**config.mk**
```make
export PLATFORM = sky130hd
export DESIGN_NAME = mix_columns_seq
export DESIGN_NICKNAME = d
export VERILOG_FILES = /design/src/rtl/mix_columns_seq.sv
export SDC_FILE = /design/constraint.sdc
export NUM_CORES = 1
export LEC_CHECK = 0
export ABC_AREA = 1
export CAP_MARGIN = 20
export CORE_AREA = 5 5 187 144
export CTS_CLUSTER_DIAMETER = 100
export DETAILED_ROUTE_END_ITERATION = 10
export DIE_AREA = 0 0 192 149
export PLACE_DENSITY = 0.79
export SLEW_MARGIN = 0
export SYNTH_ARGS = -nofsm -noshare
export SYNTH_HDL_FRONTEND = slang
export SYNTH_SLANG_ARGS = --single-unit
```
**constraint.sdc**
```tcl
create_clock -name clk -period 2.4 [get_ports clk]
set_clock_uncertainty 0.1 [all_clocks]
set_input_delay 0.48 -clock clk [delete_from_list [all_inputs] [get_ports clk]]
set_output_delay 0.48 -clock clk [all_outputs]
set_load 0.02 [all_outputs]
```
**src/rtl/mix_columns_seq.sv**
```systemverilog
// Sequenced AES MixColumns engine: COLS_PER_CYCLE columns per clock, valid/ready on both sides.
// Define MIXCOL_INV_EN to add the inv port and the InvMixColumns path.

module mix_col (
  input  logic [31:0] col,
`ifdef MIXCOL_INV_EN
  input  logic        inv,
`endif
  output logic [31:0] res
);
  function automatic logic [7:0] xt(input logic [7:0] x);
    return {x[6:0], 1'b0} ^ (x[7] ? 8'h1b : 8'h00);
  endfunction

  logic [7:0] a [4];
  logic [7:0] x2 [4];
  logic [7:0] b [4];
`ifdef MIXCOL_INV_EN
  logic [7:0] x4 [4];
  logic [7:0] x8 [4];
`endif

  always_comb begin
    res = '0;
    for (int r = 0; r < 4; r++) begin
      a[r]  = col[31-8*r -: 8];
      x2[r] = xt(a[r]);
`ifdef MIXCOL_INV_EN
      x4[r] = xt(x2[r]);
      x8[r] = xt(x4[r]);
`endif
    end
    for (int r = 0; r < 4; r++) begin
      // row r sees the row-0 coefficients rotated right by r
      b[r] = x2[r] ^ (x2[(r+1)%4] ^ a[(r+1)%4]) ^ a[(r+2)%4] ^ a[(r+3)%4];
`ifdef MIXCOL_INV_EN
      if (inv)
        b[r] = (x8[r] ^ x4[r] ^ x2[r])
             ^ (x8[(r+1)%4] ^ x2[(r+1)%4] ^ a[(r+1)%4])
             ^ (x8[(r+2)%4] ^ x4[(r+2)%4] ^ a[(r+2)%4])
             ^ (x8[(r+3)%4] ^ a[(r+3)%4]);
`endif
      res[31-8*r -: 8] = b[r];
    end
  end
endmodule

module mix_columns_seq #(
  parameter int COLS_PER_CYCLE = 1
) (
  input  logic         clk,
  input  logic         rst,
  input  logic         in_valid,
  output logic         in_ready,
  input  logic [127:0] state_in,
  output logic         out_valid,
  input  logic         out_ready,
  output logic [127:0] state_out,
  output logic         busy
`ifdef MIXCOL_INV_EN
  ,input  logic        inv
`endif
);
  localparam int C = COLS_PER_CYCLE;
  localparam logic [1:0] LAST = 2'(4 - C);
  localparam logic [1:0] STEP = 2'(C);  // 4 wraps to 0: one pass covers all columns

  if (!(C == 1 || C == 2 || C == 4)) begin : g_bad_cfg
    $error("mix_columns_seq: COLS_PER_CYCLE must be 1, 2 or 4");
  end

  typedef enum logic [1:0] {IDLE, RUN, DONE} state_t;
  state_t state, state_nx;

  logic [3:0][31:0]   src;    // [3] holds column 0
  logic [3:0][31:0]   out_q;
  logic [1:0]         col_cnt;
  logic [C-1:0][1:0]  col_idx;
  logic [C-1:0][31:0] col_res;
`ifdef MIXCOL_INV_EN
  logic               inv_q;
`endif

  for (genvar k = 0; k < C; k++) begin : g_col
    assign col_idx[k] = col_cnt + 2'(k);
    mix_col u_col (
      .col (src[2'd3 - col_idx[k]]),
`ifdef MIXCOL_INV_EN
      .inv (inv_q),
`endif
      .res (col_res[k])
    );
  end

  assign state_out = out_q;
  assign in_ready  = (state == IDLE) && !rst;
  assign busy      = (state != IDLE);

  always_comb begin
    state_nx = state;
    case (state)
      IDLE:    if (in_valid) state_nx = RUN;
      RUN:     if (col_cnt == LAST) state_nx = DONE;
      DONE:    if (out_ready) state_nx = IDLE;
      default: state_nx = IDLE;
    endcase
  end

  always_ff @(posedge clk) begin
    if (rst) begin
      state     <= IDLE;
      src       <= '0;
      out_q     <= '0;
      col_cnt   <= '0;
      out_valid <= 1'b0;
`ifdef MIXCOL_INV_EN
      inv_q     <= 1'b0;
`endif
    end else begin
      state <= state_nx;
      case (state)
        IDLE: if (in_valid) begin
          src     <= state_in;
          col_cnt <= '0;
`ifdef MIXCOL_INV_EN
          inv_q   <= inv;
`endif
        end
        RUN: begin
          for (int k = 0; k < C; k++) out_q[2'd3 - col_idx[k]] <= col_res[k];
          col_cnt <= col_cnt + STEP;
          if (col_cnt == LAST) out_valid <= 1'b1;
        end
        DONE: if (out_ready) out_valid <= 1'b0;
        default: ;
      endcase
    end
  end
endmodule

```
[Word-level counts from Yosys, hierarchy flattened]
Cells that the tools add are included.
Cells by class
  $add $sub $neg: 2
  magnitude comparators: 2
  equal/unequal tests: 6
  muxes and demuxes: 18
  bitwise logic cells: 20
  reductions and logical operators: 11
Operators by type and width (number)
  8-bit XOR: 20
  128-bit bitwise mux: 1
  32-bit binary-select mux with 2-bit select: 1
  32-bit demux with 2-bit select: 1
  32-bit 2-to-1 mux: 2
  5-bit 2-to-1 mux: 4
  2-bit 2-to-1 mux: 4
  2-bit != test (second input constant): 3
  2-bit case mux with 3 select lines: 1
  3-bit AND reduction: 2
  2-bit nonzero test: 3
  2-bit equality test (second input constant): 2
  2-bit case mux with 2 select lines: 1
  2-bit AND reduction: 2
  2-bit by 3-bit < comparator with 1-bit output (second input constant): 1
  2-bit by 1-bit adder with 2-bit output (second input constant): 1
  2-bit by 1-bit equality test with 1-bit output (second input constant): 1
  2-bit by 1-bit >= comparator with 1-bit output (second input constant): 1
  1-bit logical AND: 2
  2-bit zero test: 1
  1-bit 2-to-1 mux: 2
  1-bit case mux with 2 select lines: 1
  2-bit subtractor (first input constant): 1
  1-bit zero test: 1
Word-level totals
  register bits: 261
  input bits: 132
  output and inout bits: 131
  logic and storage cells: 70

[Logic depth before layout (Yosys ltp)]
  depth after elaboration: 10
  mapped depth: 17
  mapped depth without buffers: 14

[Modules after synthesis]
A second synthesis with hierarchy kept.
Unflattened totals
  cells, all modules: 1803
  area total of the unflattened synthesis: 12483.2 µm²
Modules (own cells, without submodules)
  mix_columns_seq: times used 1, cells each 1376, area an instance 10521.3 µm²
  mix_col: times used 1, cells each 427, area an instance 1961.9 µm²

[Least setup slack after synthesis]
OpenSTA, ideal clock, no wires.
  kind: register -> register
  from: register col_cnt[0]
  to: register out_q (netlist bit state_out[116])
  arrival: 1.550 ns
  data required time: 2.191 ns
  setup slack: 0.641 ns
  cell stages (with the launch flop): 17
  buffers on the path: 3
  period minus slack after synthesis: 1.759 ns
  cells stage by stage: dfxtp_1 -> buf_6 -> inv_6 -> buf_6 -> buf_6 -> nand2_1 -> nand3_1 -> nand2_2 -> nand2_1 -> nand2_1 -> nand2_1 -> nand2_1 -> inv_1 -> nand2_2 -> nand3_1 -> nand2_1 -> inv_1
On the way
  word-level cells in the longest chain between the ends: 10
  elaborated cells on any way between the ends: 17
  those cells by class: 1 x add/sub; 2 x order compare; 7 x mux; 6 x bitwise; 1 x reduce/logical
RTL lines
  start, declared: RTL line 77  | logic [1:0] col_cnt;
  start signal, assigned: RTL line 131  | col_cnt <= col_cnt + STEP;
  2-bit subtractor *: RTL line 87, 130
  32-bit binary-select mux with 2-bit select: RTL line 87  | .col (src[2'd3 - col_idx[k]]),
  32-bit 2-to-1 mux (not written as such): RTL line 87
  5-bit 2-to-1 mux: RTL line 12  | return {x[6:0], 1'b0} ^ (x[7] ? 8'h1b : 8'h00);
  8-bit XOR: RTL line 12
  8-bit XOR (4 in a row): RTL line 35  | b[r] = x2[r] ^ (x2[(r+1)%4] ^ a[(r+1)%4]) ^ a[(r+2)%4] ^ a[(r+3)%4];
  128-bit bitwise mux *: RTL line 130  | for (int k = 0; k < C; k++) out_q[2'd3 - col_idx[k]] <= col_res[k];
  end signal, assigned: RTL line 113  | out_q <= '0;
  end, declared: RTL line 76  | logic [3:0][31:0] out_q;
Every way passes the cells marked *; elsewhere a longest branch is shown, timed or not. The select of a mux whose other input is x is not followed.
A chain may end at the register's enable or synchronous reset.

[Worst setup path in the final report]
  from: register col_cnt[0]
  to: register out_q (netlist bit state_out[29])
On the way
  word-level cells in the longest chain between the ends: 9
  elaborated cells on any way between the ends: 15
  those cells by class: 1 x add/sub; 2 x order compare; 5 x mux; 6 x bitwise; 1 x reduce/logical
RTL lines (RTL line)
  2-bit subtractor *: 87, 130
  32-bit binary-select mux with 2-bit select: 87
  32-bit 2-to-1 mux (not written as such): 87
  8-bit XOR: 12
  8-bit XOR (4 in a row): 35
  128-bit bitwise mux *: 130
Marks and branches as above.

==> flow_metrics.tcl <==
set metrics [dict create \
    status "finished, final reports clean" \
    min_path_type "reg2reg" \
    wl_um 43400 \
    gp_congestion 0.964 \
    die_x_um 192 \
    yosys.area_share.simple_pct 35.6 \
    cts.sinks 261 \
    synth_cell_types 28 \
    finalMaxSlewViolations 0 \
    fin_area_um2 16600 \
    die-area_um2 28600 \
    fmax_ghz 0.436 \
    syn_inst 1941 \
    multiInputGateArea_um2 6550 \
    insertion_delay_ns 0.55 \
    synth_nets 2077 \
    htreeDepth 1 \
    fin_crit_sh_pct 95.6 \
    via_per_inst 5.37 \
    setup.worst_path.end_class "flop" \
    die_y_um 149 \
    final_nets 2292 \
    portBuffers 262 \
    syn_to_final_growth_pct 30.6 \
    cts_tree "built" \
    slew_headroom_pct 71.9 \
    rsz0062_at_grt "no" \
    synth_fa_ha_area_share_pct 0.393 \
    n_antenna_cell 0 \
    ys_seq_area_share_pct 41.0 \
    synth_top_area_share_pct 41.0 \
    synth_area_per_cell_um2 6.57 \
    synth_compound_area_share_pct 14.3 \
    synth_area_um2 12700 \
    yosys.area.top_type "dfxtp_1" \
    grt_pass1_wl_um 67200 \
    cp.arrival_ns 2.61 \
    vias 13500 \
    grt_start_max_net_pins 99 \
    gr-usage-all-layers_pct 29.2 \
    setup_viol 0 \
    place_area_um2 15700 \
    crit_type "reg2reg" \
    ys_ff_latch 261 \
    grt-ovfl-total 0 \
    drtPass1Iterations 6 \
    muxShareOfSynthArea_pct 0 \
    fin_util_pct 67.4 \
    cts_buffer_depth 3 \
    synth.area.top_cells "dfxtp_1 41%, nand2_1 19%, nand3_1 7.7%" \
    powerDensity_nw_per_um2 743 \
    fp-row-count 50 \
    antenna_left 0 \
    postCtsHoldBufs 0 \
    drt_iter0_drc 1294 \
    hpwlAfterDp_um 32000 \
    drc 0 \
    wl_per_cell_um 17.3 \
    start_kind "flop" \
    tns_ns 0 \
    max_slew.worst_pin.slew_ns 0.420 \
    grt_pass1_vias 12600 \
    clk_pin_slew_worst_paths_ns 0.07 \
    core_area_um2 24700 \
    synth_ff_type "dfxtp_1" \
    cts_inserted_buffers 26 \
    start_util_pct 51.6 \
    synth_edf_count 0 \
    cts_root_buffer "clkbuf_16" \
    crit_fanout 24 \
    ys_warn_count 0 \
    required_ns 2.71 \
    async_flop_share_pct 0 \
    synth_top_family_by_area "simple AND/OR/NAND/NOR gates" \
    register_area_um2 5230 \
    power_leakage_nw 7.76 \
    min_period_ns 2.29 \
    synth_xor_area_share_pct 0.805 \
    antenna_found_initial 0 \
    ios 263 \
    drive_above_1_share_pct 6.16 \
    fill_cells 2155 \
    vdd_ir_drop_max_mv 0.542 \
    total_power_w 0.0124 \
    drv_cap 0 \
    hold_violations 0 \
]
cell usage after synthesis (13+ instances only):
library cell  number
buf_2             15
dfxtp_1          261
o21ai_0          182
nand2_1          631
o21a_1            76
inv_1            116
buf_4             13
a21oi_1           66
nor2_1           242
nand2_2           21
clkbuf_1          69
nand3_1          195
sequential cells by signal, summed over array words and instances (netlist names):
signal,count
src,128
col_cnt,2
state,2
out_valid,1
state_out,128
stage by stage:
step                      hold slack [ns]  std cells  worst slack, ns
after floorplan                     0.324       1941            0.641
after global placement              0.352       2465            0.208
after detailed placement            0.360       2465            0.134
after CTS                           0.370       2513            0.104
after global routing                0.395       2514           0.0192
final                               0.375       2514            0.106
path summary, 6_finish.rpt:
check	slack [ns]	start	end	cells after the start
min reg2reg	0.38	src[108]$_SDFFE_PP0P_	src[108]$_SDFFE_PP0P_	2
min	0.38	src[108]$_SDFFE_PP0P_	src[108]$_SDFFE_PP0P_	2
max reg2reg	0.11	col_cnt[0]$_SDFFE_PP0P_	state_out[29]$_SDFFE_PP0P_	13
max	0.11	col_cnt[0]$_SDFFE_PP0P_	state_out[29]$_SDFFE_PP0P_	13
worst max-delay path, stage by stage, from the launching register on:
cell	delay (ns)
dfxtp_4	0.38
inv_6	0.17
buf_12	0.20
nand2_1	0.14
nand2_1	0.09
nand2_1	0.05
nand2_1	0.16
nand2_1	0.08
nand2_1	0.17
nand2_1	0.12
nand2_1	0.07
nand2_1	0.05
nand2_1	0.26
a21oi_1	0.12
layout by cell type (no fill, tap or decap), types with 3 or more instances in the layout:
| cell type | n |
|---|---|
| nand3b_1 | 7 |
| nand3_2 | 7 |
| nand2_1 | 625 |
| nand2_4 | 3 |
| nor2_1 | 240 |
| clkbuf_1 | 4 |
| nand3_1 | 194 |
| buf_4 | 21 |
| clkinv_2 | 5 |
| ha_1 | 4 |
| xor2_1 | 4 |
| buf_12 | 14 |
| a21oi_1 | 65 |
| nand2_2 | 25 |
| inv_2 | 7 |
| clkdlybuf4s50_1 | 261 |
| clkbuf_8 | 8 |
| inv_1 | 114 |
| xnor2_1 | 4 |
| clkbuf_16 | 27 |
| dfxtp_1 | 259 |
| o21a_1 | 76 |
| o21ai_0 | 182 |
power breakdown:
part	switching [W]	leakage, nW	internal (W)
registers	0.000190	2.14	0.00463
clock network	0.00177	0.430	0.00237
logic	0.00224	5.19	0.00117
cell type report:
type                    instances  share of cell area (%)
clock buffers                  38                    4.66
flip-flops and latches        261                    31.4
inverters                     125                    2.90
well taps                     338                    2.54
repair buffers                298                    18.5
clock inverters                10                   0.609
multi-input cells            1444                    39.3
routing by layer:
metal,wire length [µm],global-route usage [%],up-vias
met5,0,0,-
met2,18300,44.2,619
met3,4490,6.64,67
met4,1020,7.02,0
li1,-,-,6622
met1,19600,42.3,6193
cell families after synthesis:
family,count (synthesis)
AO/OA/AOI/OAI,325
XOR/XNOR,10
adder cells (fa/ha/maj),4
buffers and inverters,236
flip-flops,261
AND/OR/NAND/NOR,1105
timing repair:
item,in CTS,in global routing
buffers inserted,0,0
pin swaps,0,0
cloned,0,1
endpoints found under the setup margin,1,72
resized for setup,2,9
No activity file was read; power rests on OpenSTA's default activity.
